===== config.mk =====
export PLATFORM = sky130hd
export DESIGN_NAME = tv_scanout_scheduler
export DESIGN_NICKNAME = d
export VERILOG_FILES = /design/src/rtl/tv_scanout_scheduler.sv
export SDC_FILE = /design/constraint.sdc
export NUM_CORES = 1
export LEC_CHECK = 0
export CORE_UTILIZATION = 45
export DETAILED_ROUTE_END_ITERATION = 10
export PLACE_DENSITY = 0.79
export REMOVE_ABC_BUFFERS = 1
export SKIP_LAST_GASP = 1
export SYNTH_ARGS = -nofsm -noshare
export SYNTH_HDL_FRONTEND = slang
export SYNTH_SLANG_ARGS = --single-unit

===== constraint.sdc =====
create_clock -name clk -period 2.5 [get_ports clk]
set_input_delay 0.5 -clock clk [delete_from_list [all_inputs] [get_ports clk]]
set_output_delay 0.5 -clock clk [all_outputs]
set_load 0.02 [all_outputs]

===== src/rtl/tv_scanout_scheduler.sv =====
// Composite-video scan-out scheduler: reads one line-buffer word per active line and
// serialises it LSB first into PWM thresholds. Optional macro: TV_SCANOUT_TEST_PATTERN_EN.
module tv_scanout_scheduler #(
    parameter int H_TOTAL        = 1728,
    parameter int H_SYNC         = 127,
    parameter int H_ACTIVE_START = 320,
    parameter int PIX_DIV        = 4,
    parameter int PIXELS         = 300,
    parameter int V_TOTAL        = 625,
    parameter int V_SYNC_LINES   = 3,
    parameter int ACTIVE_FIRST   = 16,
    parameter int ACTIVE_LINES   = 608,
    parameter int ADDR_W         = 10,
    parameter int RD_LAT         = 1,
    parameter logic [7:0] THR_SYNC  = 8'd0,
    parameter logic [7:0] THR_BLACK = 8'd4,
    parameter logic [7:0] THR_WHITE = 8'd12
) (
    input  logic              clk,
    input  logic              rst_n,
    input  logic              enable,
    output logic [ADDR_W-1:0] bram_addr_rd,
    input  logic [PIXELS-1:0] bram_data_rd,
`ifdef TV_SCANOUT_TEST_PATTERN_EN
    input  logic              test_pattern,
`endif
    output logic [7:0]        pwm_threshold,
    output logic              line_start,
    output logic              frame_start,
    output logic              running
);

    localparam int H_W     = (H_TOTAL > 1) ? $clog2(H_TOTAL) : 1;
    localparam int V_W     = (V_TOTAL > 1) ? $clog2(V_TOTAL) : 1;
    localparam int PS_W    = (PIX_DIV > 1) ? $clog2(PIX_DIV) : 1;
    localparam int PIX_END = H_ACTIVE_START + PIXELS * PIX_DIV;
    localparam int ACT_END = (ACTIVE_FIRST + ACTIVE_LINES < V_TOTAL) ?
                             (ACTIVE_FIRST + ACTIVE_LINES) : V_TOTAL;

    localparam logic [H_W-1:0]  H_LAST   = H_W'(H_TOTAL - 1);
    localparam logic [H_W-1:0]  H_CAP    = H_W'(RD_LAT + 1);
    localparam logic [H_W-1:0]  H_ZERO   = H_W'(0);
    localparam logic [V_W-1:0]  V_LAST   = V_W'(V_TOTAL - 1);
    localparam logic [V_W-1:0]  V_ZERO   = V_W'(0);
    localparam logic [V_W-1:0]  V_FIRST  = V_W'(ACTIVE_FIRST);
    localparam logic [H_W:0]    HX_SYNC  = (H_W + 1)'(H_SYNC);
    localparam logic [H_W:0]    HX_BROAD = (H_W + 1)'(H_TOTAL - H_SYNC);
    localparam logic [H_W:0]    HX_PIX0  = (H_W + 1)'(H_ACTIVE_START);
    localparam logic [H_W:0]    HX_PIXE  = (H_W + 1)'(PIX_END);
    localparam logic [V_W:0]    VX_SYNC  = (V_W + 1)'(V_SYNC_LINES);
    localparam logic [V_W:0]    VX_ACT0  = (V_W + 1)'(ACTIVE_FIRST);
    localparam logic [V_W:0]    VX_ACTE  = (V_W + 1)'(ACT_END);
    localparam logic [PS_W-1:0] PS_LAST  = PS_W'(PIX_DIV - 1);
    localparam logic [PS_W-1:0] PS_ZERO  = PS_W'(0);

    // The capture slot must land before the first pixel and the pixel run must fit the line.
    generate
        if (RD_LAT < 1 || RD_LAT > 3 || RD_LAT + 1 >= H_ACTIVE_START) begin : g_bad_rd_lat
            $error("tv_scanout_scheduler: RD_LAT must be 1..3 with RD_LAT+1 < H_ACTIVE_START");
        end
        if (PIX_END > H_TOTAL) begin : g_bad_pix_end
            $error("tv_scanout_scheduler: pixel region exceeds H_TOTAL");
        end
    endgenerate

    typedef enum logic [1:0] {
        ST_IDLE = 2'd0,
        ST_RUN  = 2'd1,
        ST_STOP = 2'd2
    } state_t;

    state_t             state_r;
    state_t             state_s;
    logic [H_W-1:0]     h_count_r;
    logic [V_W-1:0]     v_count_r;
    logic [H_W-1:0]     h_next_s;
    logic [V_W-1:0]     v_next_s;
    logic [PIXELS-1:0]  shift_r;
    logic [PS_W-1:0]    pix_sub_r;
    logic [7:0]         level_s;
    logic [H_W:0]       h_x_s;
    logic [V_W:0]       v_x_s;
    logic [V_W-1:0]     line_off_s;
    logic               run_s;
    logic               line_end_s;
    logic               frame_end_s;
    logic               active_s;
    logic               in_pix_s;
    logic               capture_s;
    logic               shift_s;
    logic               pix_bit_s;

    assign run_s       = (state_r != ST_IDLE);
    assign h_x_s       = {1'b0, h_count_r};
    assign v_x_s       = {1'b0, v_count_r};
    assign line_end_s  = (h_count_r == H_LAST);
    assign frame_end_s = line_end_s && (v_count_r == V_LAST);
    assign active_s    = (v_x_s >= VX_ACT0) && (v_x_s < VX_ACTE);
    assign in_pix_s    = (h_x_s >= HX_PIX0) && (h_x_s < HX_PIXE);
    assign line_off_s  = v_count_r - V_FIRST;
    assign capture_s   = run_s && active_s && (h_count_r == H_CAP);
    assign shift_s     = run_s && in_pix_s && (pix_sub_r == PS_LAST);

    // Next state and next counter values; a stop only takes effect at the frame wrap.
    always_comb begin
        state_s  = state_r;
        h_next_s = h_count_r;
        v_next_s = v_count_r;
        case (state_r)
            ST_IDLE: begin
                if (enable) state_s = ST_RUN;
                else        state_s = ST_IDLE;
            end
            ST_RUN: begin
                if (!enable) state_s = frame_end_s ? ST_IDLE : ST_STOP;
                else         state_s = ST_RUN;
            end
            ST_STOP: begin
                if (enable)           state_s = ST_RUN;
                else if (frame_end_s) state_s = ST_IDLE;
                else                  state_s = ST_STOP;
            end
            default: state_s = ST_IDLE;
        endcase
        if (state_s == ST_IDLE || !run_s) begin
            h_next_s = H_ZERO;
            v_next_s = V_ZERO;
        end else if (line_end_s) begin
            h_next_s = H_ZERO;
            if (v_count_r == V_LAST) v_next_s = V_ZERO;
            else                     v_next_s = v_count_r + V_W'(1);
        end else begin
            h_next_s = h_count_r + H_W'(1);
            v_next_s = v_count_r;
        end
    end

    // Line level for the current counter position.
    always_comb begin
        level_s = THR_BLACK;
        if (v_x_s < VX_SYNC) begin
            if (h_x_s < HX_BROAD) level_s = THR_SYNC;
            else                  level_s = THR_BLACK;
        end else if (h_x_s < HX_SYNC) begin
            level_s = THR_SYNC;
        end else if (active_s && in_pix_s) begin
            if (pix_bit_s) level_s = THR_WHITE;
            else           level_s = THR_BLACK;
        end else begin
            level_s = THR_BLACK;
        end
    end

    // State, counters and the timing pulses, aligned with the counter values they mark.
    always_ff @(posedge clk or negedge rst_n) begin
        if (!rst_n) begin
            state_r     <= ST_IDLE;
            h_count_r   <= H_ZERO;
            v_count_r   <= V_ZERO;
            running     <= 1'b0;
            line_start  <= 1'b0;
            frame_start <= 1'b0;
        end else begin
            state_r     <= state_s;
            h_count_r   <= h_next_s;
            v_count_r   <= v_next_s;
            running     <= (state_s != ST_IDLE);
            line_start  <= (state_s != ST_IDLE) && (h_next_s == H_ZERO);
            frame_start <= (state_s != ST_IDLE) && (h_next_s == H_ZERO) && (v_next_s == V_ZERO);
        end
    end

    // Read address, pixel shift register and registered threshold; IDLE forces reset values.
    always_ff @(posedge clk or negedge rst_n) begin
        if (!rst_n) begin
            bram_addr_rd  <= ADDR_W'(0);
            shift_r       <= PIXELS'(0);
            pix_sub_r     <= PS_ZERO;
            pwm_threshold <= THR_SYNC;
        end else if (state_s == ST_IDLE) begin
            bram_addr_rd  <= ADDR_W'(0);
            shift_r       <= PIXELS'(0);
            pix_sub_r     <= PS_ZERO;
            pwm_threshold <= THR_SYNC;
        end else begin
            pwm_threshold <= run_s ? level_s : THR_SYNC;
            if (run_s && active_s && (h_count_r == H_ZERO)) begin
                bram_addr_rd <= ADDR_W'(line_off_s);
            end else begin
                bram_addr_rd <= bram_addr_rd;
            end
            if (capture_s)    shift_r <= bram_data_rd;
            else if (shift_s) shift_r <= shift_r >> 1'b1;
            else              shift_r <= shift_r;
            if (run_s && in_pix_s) begin
                pix_sub_r <= (pix_sub_r == PS_LAST) ? PS_ZERO : pix_sub_r + PS_W'(1);
            end else begin
                pix_sub_r <= PS_ZERO;
            end
        end
    end

`ifdef TV_SCANOUT_TEST_PATTERN_EN
    logic       tp_r;
    logic [3:0] pix_idx_r;

    // Test-pattern select latched at line start; 4-bit pixel index drives 8-pixel bars.
    always_ff @(posedge clk or negedge rst_n) begin
        if (!rst_n) begin
            tp_r      <= 1'b0;
            pix_idx_r <= 4'd0;
        end else if (state_s == ST_IDLE) begin
            tp_r      <= 1'b0;
            pix_idx_r <= 4'd0;
        end else begin
            if (run_s && (h_count_r == H_ZERO)) tp_r <= test_pattern;
            else                                tp_r <= tp_r;
            if (run_s && in_pix_s) begin
                if (shift_s) pix_idx_r <= pix_idx_r + 4'd1;
                else         pix_idx_r <= pix_idx_r;
            end else begin
                pix_idx_r <= 4'd0;
            end
        end
    end

    assign pix_bit_s = tp_r ? pix_idx_r[3] : shift_r[0];
`else
    assign pix_bit_s = shift_r[0];
`endif

endmodule


=== Word-level counts from Yosys, hierarchy flattened ===
Index checks and enable logic that the tools add are counted.

* Register bits: 346
* Logic and storage cells: 74

* $add $sub $neg: 4
* Magnitude comparators: 7
* Equal/unequal tests: 6
* Muxes and demuxes: 24
* Reductions and logical operators: 23

{| class="wikitable"
|+ Operator list
! cell !! count
|-
| 300-bit 2-to-1 mux || 3
|-
| 10-bit 2-to-1 mux || 5
|-
| 8-bit 2-to-1 mux || 5
|-
| 11-bit logical NOT || 2
|-
| 11-bit < comparator (second input constant) || 2
|-
| 11-bit 2-to-1 mux || 2
|-
| 11-bit by 1-bit adder with 11-bit output (second input constant) || 1
|-
| 11-bit equality test (second input constant) || 1
|-
| 11-bit by 2-bit equality test with 1-bit output (second input constant) || 1
|-
| 11-bit by 9-bit >= comparator with 1-bit output (second input constant) || 1
|-
| 1-bit logical AND || 11
|-
| 11-bit by 7-bit < comparator with 1-bit output (second input constant) || 1
|-
| 10-bit by 1-bit adder with 10-bit output (second input constant) || 1
|-
| 10-bit equality test (second input constant) || 1
|-
| 10-bit by 5-bit >= comparator with 1-bit output (second input constant) || 1
|-
| 10-bit logical NOT || 1
|-
| 10-bit < comparator (second input constant) || 1
|-
| 10-bit by 2-bit < comparator with 1-bit output (second input constant) || 1
|-
| 2-bit 2-to-1 mux || 5
|-
| 10-bit by 5-bit subtractor with 10-bit output (second input constant) || 1
|-
| 2-bit nonzero test || 3
|-
| 2-bit equality test (second input constant) || 2
|-
| 2-bit logical NOT || 2
|-
| 4-bit 2-to-1 mux || 1
|-
| other kinds (9) || 9
|}

=== Depth between registers and ports, before layout ===
Gate-level depths: netlist of run 1.

* Depth in word-level cells: 11
* Gate-level depth with buffers: 11
* Depth with buffers taken out: 8

=== Worst setup path after synthesis of run 1 ===
Ideal clock, no wire load.

* Path type: register to register
* Start: reg h_count_r[1]
* End: reg frame_start
* Arrival time: 2.388 ns
* Slack: 0.016 ns
* Cell stages (with the launch flop): 10
* Buffers on the path: 2
* Period minus slack after synthesis: 2.484 ns
* Cells stage by stage: dfrtp_1 -> ha_1 -> buf_2 -> nand4_1 -> or3_1 -> clkbuf_1 -> nand2_1 -> a31oi_1 -> or4b_4 -> nor4_2

* Cells in the longest elaborated chain, start to end: 11

{| class="wikitable"
|+ RTL lines
! element !! line !! source
|-
| start: declaration || 74 || <nowiki>logic [H_W-1:0] h_count_r;</nowiki>
|-
| start signal: assignment || 165 || <nowiki>h_count_r <= h_next_s;</nowiki>
|-
| 11-bit equality test || 96 || <nowiki>assign line_end_s = (h_count_r == H_LAST);</nowiki>
|-
| 1-bit logical AND || 97 || <nowiki>assign frame_end_s = line_end_s && (v_count_r == V_LAST);</nowiki>
|-
| 2-bit 2-to-1 mux || 115, 120 ||
|-
| 2-bit 2-to-1 mux || 115 || <nowiki>if (!enable) state_s = frame_end_s ? ST_IDLE : ST_STOP;</nowiki>
|-
| 2-bit case mux with 2 select lines || 109 || <nowiki>case (state_r)</nowiki>
|-
| 2-bit logical NOT || 125 || <nowiki>if (state_s == ST_IDLE || !run_s) begin</nowiki>
|-
| 1-bit logical OR || 125 ||
|-
| 11-bit 2-to-1 mux || 125 ||
|-
| 11-bit logical NOT || 169 || <nowiki>frame_start <= (state_s != ST_IDLE) && (h_next_s == H_ZERO) && (v_next_s == V_ZERO);</nowiki>
|-
| 1-bit logical AND || 169 ||
|-
| 1-bit logical AND (*) || 169 ||
|-
| end signal: assignment || 169 ||
|-
| end: declaration || 29 || <nowiki>output logic frame_start,</nowiki>
|}

Every way passes the cells marked *; elsewhere a longest branch is shown, timed or not.
A chain may end at the register's enable or synchronous reset.

=== Worst setup path after layout of run 1 ===
* Start: reg v_count_r[5]
* End: reg shift_r[122]

* Cells in the longest elaborated chain, start to end: 7

{| class="wikitable"
|+ RTL lines
! element !! line !! source
|-
| start: declaration || 75 || <nowiki>logic [V_W-1:0] v_count_r;</nowiki>
|-
| start signal: assignment || 166 || <nowiki>v_count_r <= v_next_s;</nowiki>
|-
| 10-bit equality test || 97 ||
|-
| 1-bit logical AND || 97 ||
|-
| 2-bit 2-to-1 mux || 115, 120 ||
|-
| 2-bit 2-to-1 mux || 115 ||
|-
| 2-bit case mux with 2 select lines || 109 ||
|-
| 2-bit logical NOT || 180 || <nowiki>end else if (state_s == ST_IDLE) begin</nowiki>
|-
| 3-bit nonzero test (no line) or 300-bit 2-to-1 mux (tied branches) || - ||
|-
| end signal: assignment || 192 || <nowiki>if (capture_s) shift_r <= bram_data_rd;</nowiki>
|-
| end signal: assignment || 193 || <nowiki>else if (shift_s) shift_r <= shift_r >> 1'b1;</nowiki>
|-
| end signal: assignment || 194 || <nowiki>else shift_r <= shift_r;</nowiki>
|-
| end: declaration || 78 || <nowiki>logic [PIXELS-1:0] shift_r;</nowiki>
|}

Several ways; a longest one is shown, not always the timed one.

==> results.txt, run 1 <==
- In the post-route analysis, the smallest setup slack over all paths is -0.0780 ns.
* TritonCTS buffer count: 39
- The first routing iteration left 1249 violations.
- Die Footprint: 0.0369 sq mm
* Worst hold path stage count: 1
- Dividing the detail-routed wire length by the instance count gives 17.6 microns.
* Worst skew pair latency: 0.52 ns
- The synthesized design spends more area on one cell type than any other, namely sky130_fd_sc_hd__dfrtp_1.
* Critical path type: reg2reg
- Vias per inst: 5.75
- After synthesis, the netlist uses 49 different library cells.
* Post-Route Skew: 0.0142 ns
- Worst Tran Pin Value: 0.727 ns
- Vertical die dimension: 192 microns
- Number of buffers on the longest clock path: 3
- The floorplan has 69 rows.
- Root buffer selected by CTS: sky130_fd_sc_hd__clkbuf_16
- The flow ran to the end, but the final reports show violations.
* Initial antenna violation count: 1
- In the final design database the tool counted 2568 nets.
- The first global-routing pass estimated 73700 microns of wire.
- Vias in the first global route: 14825
- Post-Place Worst Slack: -0.0893 ns
- Pint: 11.0 mW
* Die X-Extent: 192 microns
* Worst setup SP type: flop
- Overall fraction of global-route tracks in use: 0.243
- Number of endpoints failing setup at the final stage: 1
- Max-Cap Viols: 0
* Synth Instances: 1942
- Remaining antenna violation count: 0
- Number of I/O pins: 324
- Core region area: 0.0356 sq mm
- Final HPWL DP: 30400 microns
- Number of remaining DRC errors: 0
- The first detailed-routing pass ran for 5 iterations.
* Number of max-slew violations in the final report: 0
- From synthesis to final layout, the design area changed by 38.2%.
- Via Count: 15777
* Required time of the critical path: 2.92 ns
- The synthesized design contains 340 register bits.
* Max Clk Rate: 388 MHz
* Hold Path Class: reg2reg
- After clock tree synthesis, the clock-pin slew on the worst setup and hold paths is 0.06 ns.
- STA classifies the critical path endpoint as a flop.
- Clock tree from TritonCTS: yes
* Most used flip-flop cell after synthesis: sky130_fd_sc_hd__dfrtp_1
- The analysis attributes to cell leakage a power of 9.06 nW.
- Final worst path period need: 2.58 ns
- Input/output buffers: 317
- Along the worst path, the maximum fanout reaches 18.
- Share of the synthesized area in the top cell type: 0.523
* Routability congestion estimate: 0.856
- Total negative setup slack: -0.0780 ns
* Post-synthesis area per instance: 8.38 sq um
- Clock network fraction of total power: 0.355
- Pwr Density: 713 mW/mm^2
* Fraction of synthesis flops using an asynchronous set or reset pin: 1.00
- Arr. time, crit path: 3.00 ns
- For this design the total switching power over the nets is 5.05 mW.
- Unrepaired setup endpoints after global routing: true
- Final Core Density: 0.632
- Maximum resistive drop on vdd: 0.000536 V
- Number of levels the H-tree was split into: 2
- EDFF count, synth: 0
- Violations in the final reports: negative setup slack
* Overall routed net length: 48200 microns
- Max transition margin: 0.515
- The number of hold violations in the final report came to 0.
- The initial utilization of the core area, before any placement, comes to 0.457.
- Part of the power in registers: 0.348
- Number of warnings printed during yosys synthesis: 0
- Largest cells by area after synthesis: sky130_fd_sc_hd__dfrtp_1 (52%), sky130_fd_sc_hd__nand2_1 (14%), sky130_fd_sc_hd__a31oi_1 (12%)
- Hold Worst Slack: 0.439 ns
* Sequential element share of the synthesized area: 0.523
- Of the total power, combinational logic draws 0.297.
* Share of final-layout standard cells stronger than drive strength 1: 0.0969
- Of the total power, the share spent switching nets is 0.315.
* Share of the clock period used by the worst path after layout: 1.03
* Cell count of the worst reg-to-reg path: 11
* Power consumption: 16.0 mW
- The mapped netlist covers 0.0163 sq mm.
- Entering global routing, the biggest net connects 82 pins.
* Total gr overflow: 0
- The clock drives 340 sinks.
==> through the flow <==
stage	instances	area, sq um
final	2742	22500
after global placement	2643	20500
after floorplan	1757	15500
after CTS	2715	21900
after global routing	2742	22500
after detailed placement	2643	20500
==> logic make-up after synthesis <==
| logic type | synth area share |
|---|---|
| compound gates | 0.218 |
| xor+xnor | 0.0135 |
| fa+ha+maj | 0.00846 |
| buf+inv | 0.0522 |
| flops | 0.523 |
| mux | 0.00769 |
| other cells | 0.000230 |
| simple gates | 0.177 |
==> worst paths after layout <==
| check | startpoint | end | slack [ns] |
|---|---|---|---|
| setup reg to reg | v_count_r[5] | shift_r[122] | -0.08 |
| min in group asynchronous | rst_n | bram_addr_rd[9] | 0.56 |
| setup / recovery | v_count_r[5] | shift_r[122] | -0.08 |
| max in group asynchronous | rst_n | shift_r[146] | 1.06 |
| hold reg to reg | pix_sub_r[0] | pix_sub_r[0] | 0.44 |
| hold / removal | pix_sub_r[0] | pix_sub_r[0] | 0.44 |
==> power by group through the flow <==
stage / Clock (mW) / Combinational (mW) / Sequential [mW]
after floorplan: 0 / 2.68 / 5.71
after global placement: 0 / 4.41 / 5.67
after detailed placement: 0 / 4.56 / 5.67
after CTS: 5.77 / 4.69 / 5.57
after global routing: 6.00 / 5.26 / 5.58
final: 5.69 / 4.75 / 5.58
==> cells in the final DEF (no fill, tap or decap), types with 6 or more instances in the layout <==
cell type                           n
sky130_fd_sc_hd__buf_4             74
sky130_fd_sc_hd__nand2_1          624
sky130_fd_sc_hd__nor2_1            45
sky130_fd_sc_hd__clkdlybuf4s50_1  316
sky130_fd_sc_hd__xor2_1            12
sky130_fd_sc_hd__nor3_1             6
sky130_fd_sc_hd__mux2i_1           11
sky130_fd_sc_hd__dfrtp_1          340
sky130_fd_sc_hd__inv_1             12
sky130_fd_sc_hd__clkbuf_16         50
sky130_fd_sc_hd__clkinv_2           7
sky130_fd_sc_hd__o21ai_0          246
sky130_fd_sc_hd__clkbuf_1           9
sky130_fd_sc_hd__buf_12            26
sky130_fd_sc_hd__a21oi_1            6
sky130_fd_sc_hd__o21ai_1           58
sky130_fd_sc_hd__buf_16            11
sky130_fd_sc_hd__ha_1              10
sky130_fd_sc_hd__buf_6             14
sky130_fd_sc_hd__a31oi_1          302
sky130_fd_sc_hd__nand3_1           11
sky130_fd_sc_hd__xnor2_1           12
sky130_fd_sc_hd__conb_1             6
==> sequential cells by signal, summed over array words and instances (netlist names) <==
name           cells
pwm_threshold      2
h_count_r         11
pix_sub_r          2
v_count_r         10
running            1
line_start         1
state_r            2
bram_addr_rd      10
frame_start        1
shift_r          300
==> cell type report <==
class / instances / area (sq um)
antenna: 1 / 2.50
clock buffer: 53 / 1080
clock inverter: 14 / 179
fill: 2837 / 13100
inverter: 13 / 75.1
multi-input combinational: 1404 / 7010
sequential: 340 / 8510
tap: 461 / 577
timing repair buffer: 456 / 5050
==> what timing repair did <==
item,CTS,global route
gates resized for setup,8,37
setup endpoints to repair,290,295
gates cloned,1,12
hold buffers,0,1
hold endpoints to repair,0,1
pin swaps,1,6
setup buffers,4,13
==> critical path, cell delays in order, from the launching register on <==
cell and delay (ns):
sky130_fd_sc_hd__dfrtp_1 0.41, sky130_fd_sc_hd__inv_1 0.09, sky130_fd_sc_hd__ha_1 0.16, sky130_fd_sc_hd__or4b_4 0.49, sky130_fd_sc_hd__a31oi_4 0.18, sky130_fd_sc_hd__o21ai_4 0.08, sky130_fd_sc_hd__nand4_1 0.15, sky130_fd_sc_hd__buf_12 0.15
sky130_fd_sc_hd__buf_16 0.19, sky130_fd_sc_hd__buf_4 0.20, sky130_fd_sc_hd__o21ai_0 0.13, sky130_fd_sc_hd__a31oi_1 0.22
==> Yosys cell counts (3+ instances only) <==
library cell               instances
sky130_fd_sc_hd__buf_2            36
sky130_fd_sc_hd__dfrtp_1         340
sky130_fd_sc_hd__mux2i_1          11
sky130_fd_sc_hd__or2_2             4
sky130_fd_sc_hd__xnor2_1          12
sky130_fd_sc_hd__nand4_1           5
sky130_fd_sc_hd__buf_1             7
sky130_fd_sc_hd__or3_1             5
sky130_fd_sc_hd__o31ai_1           3
sky130_fd_sc_hd__nor2_1           46
sky130_fd_sc_hd__clkbuf_1        137
sky130_fd_sc_hd__a31oi_1         303
sky130_fd_sc_hd__inv_1            12
sky130_fd_sc_hd__nand2b_1          4
sky130_fd_sc_hd__a21oi_1           6
sky130_fd_sc_hd__ha_1             11
sky130_fd_sc_hd__buf_4             7
sky130_fd_sc_hd__o21ai_1          60
sky130_fd_sc_hd__nand3_1          11
sky130_fd_sc_hd__xor2_1           13
sky130_fd_sc_hd__o21ai_0         246
sky130_fd_sc_hd__nor3_1            6
sky130_fd_sc_hd__nand2_1         624
==> routing by layer <==
| metal | wire (microns) | share of wire | global-route usage | vias up |
|---|---|---|---|---|
| li1 | - | - | - | 7343 |
| met1 | 20200 | 0.42 | 0.335 | 7698 |
| met2 | 23300 | 0.48 | 0.391 | 647 |
| met3 | 3510 | 0.073 | 0.0428 | 89 |
| met4 | 1130 | 0.023 | 0.0727 | 0 |
| met5 | 0 | 0 | 0 | - |
Note: power is estimated with default switching activity, not from simulation.
==> inputs of run 2 (changes only) <==
TNS_END_PERCENT = 50   (was not set)
==> run 2 against run 1 <==
Net effect:
- the run still ends with negative setup slack left
- sequential power about the same
- register-to-register slack hardly changed
- hold slack about the same
- setup slack worse by 0.0037 ns
- count of clock-buffer cells in the layout unchanged
- die area is the same
- critical endpoint unchanged
==> results.txt, run 2 (same netlist as run 1, synthesis figures left out) <==
- Top flop regs: shift_r (300), h_count_r (11)
* Hold Worst Slack: 0.438 ns (-0.000255 ns)
- Die X-Extent: 192 microns (unchanged)
- Pint: 11.0 mW (about the same)
- Cell count of the worst reg-to-reg path: 11 (unchanged)
- Count of placed standard cells including taps: 2643 (unchanged)
- Clock network fraction of total power: 0.355 (about the same)
- The number of flip-flops in the largest register was 300 (unchanged).
- The clock transition at the registers of the reported paths came to 0.06 ns (about the same).
- The net switching power figure is 5.05 mW (about the same).
- Routed length per placed instance: 17.6 microns (about the same)
- Number of buffers on the longest clock path: 3 (unchanged)
* CP Cell Sequence: inv_1 -> ha_1 -> or4b_4 -> a31oi_4 -> o21ai_4 -> nand4_1 -> buf_12 -> buf_16 -> buf_4 -> o21ai_0 -> a31oi_1
- The depth of the critical timing path with buffers and inverters included is 11 (unchanged).
* Biggest fanout along the worst timing path: 18 (unchanged)
* Worst setup SP type: flop
- Multi-input gate area in the final layout: 0.00700 sq mm (-0.21%)
* Largest net degree at the start of global routing: 82 (unchanged)
* # rows: 69 (unchanged)
* Max Clk Rate: 387 MHz (-0.14%)
* Number of I/O pins: 324 (unchanged)
- Vias in the first global route: 14816 (-0.061%)
- Overall fraction of global-route tracks in use: 0.243 (about the same)
- The TritonCTS sink count is 340 (unchanged).
- Routability congestion estimate: 0.856 (unchanged)
* Number of detailed-route iterations in the first pass: 6 (+1)
* Initial antenna violation count: 1 (unchanged)
- Total gr overflow: 0 (unchanged)
- The height of the die was 192 microns (unchanged).
- Largest delay share family, worst path: simple AND/OR/NAND/NOR gates
- The post-placement setup slack is -0.0893 ns (unchanged).
- Pwr Density: 714 mW/mm^2 (+0.20%)
* Violations in the final reports: negative setup slack
* Die Footprint: 0.0369 sq mm (unchanged)
* Max transition margin: 0.516 (+0.000988)
- Critical path type: reg2reg
- The library cells used most frequently in the layout, excluding fill and tap cells, are sky130_fd_sc_hd__nand2_1 (624), sky130_fd_sc_hd__dfrtp_1 (340), sky130_fd_sc_hd__clkdlybuf4s50_1 (316).
- The run finished, with violations left.
* Worst hold path stage count: 1 (unchanged)
* Global Route met3 Usage: 0.0428 (unchanged)
- Routing usage on met2: 0.390 (about the same)
- Leaving out fill and tap cells, the most frequent cell in the layout is sky130_fd_sc_hd__nand2_1.
* Via Count: 15825 (+0.30%)
- The layout cell share with drive strength beyond 1 was 0.0940 (-0.00291).
* Largest stage delay, worst path: 0.49 ns (about the same)
* Part of the power in registers: 0.348 (about the same)
- The global-route wire length before repair is 73600 microns (about the same).
* Worst skew pair latency: 0.52 ns (about the same)
* Critical Path End Type: flop
- Arr. time, crit path: 3.00 ns (about the same)
- Leakage power total: 9.04 nW (-0.24%)
* Overall routed net length: 48100 microns (-0.21%)
* Grt met1 use: 0.335 (about the same)
* Final Core Density: 0.631 (-0.00148)
- Portion of total power attributed to combinational logic: 0.297 (about the same)
- The area inside the core boundary was 0.0356 sq mm (unchanged).
* Final Instance Count excl. Fillers: 2738 (-0.15%)
* Starting density of the core: 0.457 (unchanged)
* Worst Tran Pin Value: 0.725 ns (-0.00148 ns)
- Hold Path Class: reg2reg
- The aggregate negative setup slack was -0.129 ns (-0.0510 ns).
* Reg area: 0.00851 sq mm (unchanged)
* Switch share: 0.315 (about the same)
- The minimum clock period came to 2.58 ns (+0.00367 ns).
- Number of hold-slack violations in the final timing report: 0 (unchanged)
- Input/output buffers: 317 (unchanged)
- The max-cap check violation count came to 0 (unchanged).
- Required time of the critical path: 2.92 ns (about the same)
* Area growth, synth to finish: 37.8%
- Busiest metal layer after global routing: met2
- Drt first-iter violations: 1278 (+2.3%)
* Unrepaired setup endpoints after global routing: true
- Number of filler cells placed in the layout: 2834 (-0.11%)
- The number of levels the H-tree was split into is 2 (unchanged).
- The max-slew violation count was 0 (unchanged).
* Final Worst Setup Slack: -0.0816 ns (-0.00367 ns)
* Root buffer selected by CTS: sky130_fd_sc_hd__clkbuf_16
* Share of the clock period used by the worst path after layout: 1.03 (+0.00147)
- TritonCTS buffer count: 39 (unchanged)
- Remaining antenna violation count: 0 (unchanged)
- The buffer and inverter count on the worst path is 4 (unchanged).
- The detailed-placement wirelength estimate is 30400 microns (unchanged).
- Counting flops per register, the top entry is shift_r.
- The largest voltage drop on the vdd net came to 0.000539 V (+0.62%).
* Number of endpoints failing setup at the final stage: 4 (+3)
- The number of remaining DRC errors is 0 (unchanged).
- Post-Route Skew: 0.0166 ns (+0.00234 ns)
* Vias per inst: 5.78 (+0.45%)
- Final net count: 2564 (-0.16%)
* Clock tree from TritonCTS: yes
* Slowest cell on the critical path: sky130_fd_sc_hd__or4b_4
## run 2: per-layer routing
layer / share of wire / vias up / wire, microns
li1: - / 7337 / -
met1: 0.42 / 7680 / 20100
met2: 0.48 / 710 / 23100
met4: 0.025 / 0 / 1180
met3: 0.077 / 98 / 3700
met5: 0 / - / 0
## run 2: worst reg2reg max path, delay by kind of cell, from the launching register on
family                     cells  cell delay (ns)
AOI/OAI and AO/OA              4             0.62
buffers and inverters          4             0.67
and+or+nand+nor                2             0.64
DFF                            1             0.41
adders and majority gates      1             0.16
## run 2: what timing repair did
item | CTS | global route
pin swaps | 1 | 2
gates cloned | 1 | 11
gates resized for setup | 8 | 33
hold buffers | 0 | 1
endpoints found under the setup margin | 290 | 298
hold endpoints to repair | 0 | 1
setup buffers | 2 | 12
## run 2: power by group through the flow
stage	sequential (mW)	clock [mW]	combinational, mW
final	5.58	5.69	4.75
after global routing	5.58	6.00	5.25
after CTS	5.57	5.77	4.69
after detailed placement	5.67	0	4.56
after global placement	5.67	0	4.41
after floorplan	5.71	0	2.68
## run 2: final timing paths
check / from / to / slack, ns
setup / recovery: v_count_r[5] / shift_r[122] / -0.08
hold / removal: pix_sub_r[0] / pix_sub_r[0] / 0.44
setup reg to reg: v_count_r[5] / shift_r[122] / -0.08
hold reg to reg: pix_sub_r[0] / pix_sub_r[0] / 0.44
max in group asynchronous: rst_n / shift_r[60] / 1.06
min in group asynchronous: rst_n / bram_addr_rd[9] / 0.56
## run 2: through the flow
stage | cell area [sq um] | power (mW)
6_report | 22400 | 16.0
5_1_grt | 22400 | 16.8
4_1_cts | 21900 | 16.0
3_5_place_dp | 20500 | 10.2
3_3_place_gp | 20500 | 10.1
2_1_floorplan | 15500 | 8.39
## run 2: final cells by class
| class | count | share of cell area |
|---|---|---|
| flip-flops and latches | 340 | 0.379 |
| multi-input cells | 1404 | 0.312 |
| repair buffers | 452 | 0.223 |
| clock buffers | 53 | 0.0481 |
| well taps | 461 | 0.0257 |
| clock inverters | 14 | 0.00798 |
| inverters | 13 | 0.00335 |
| diodes | 1 | 0.000112 |
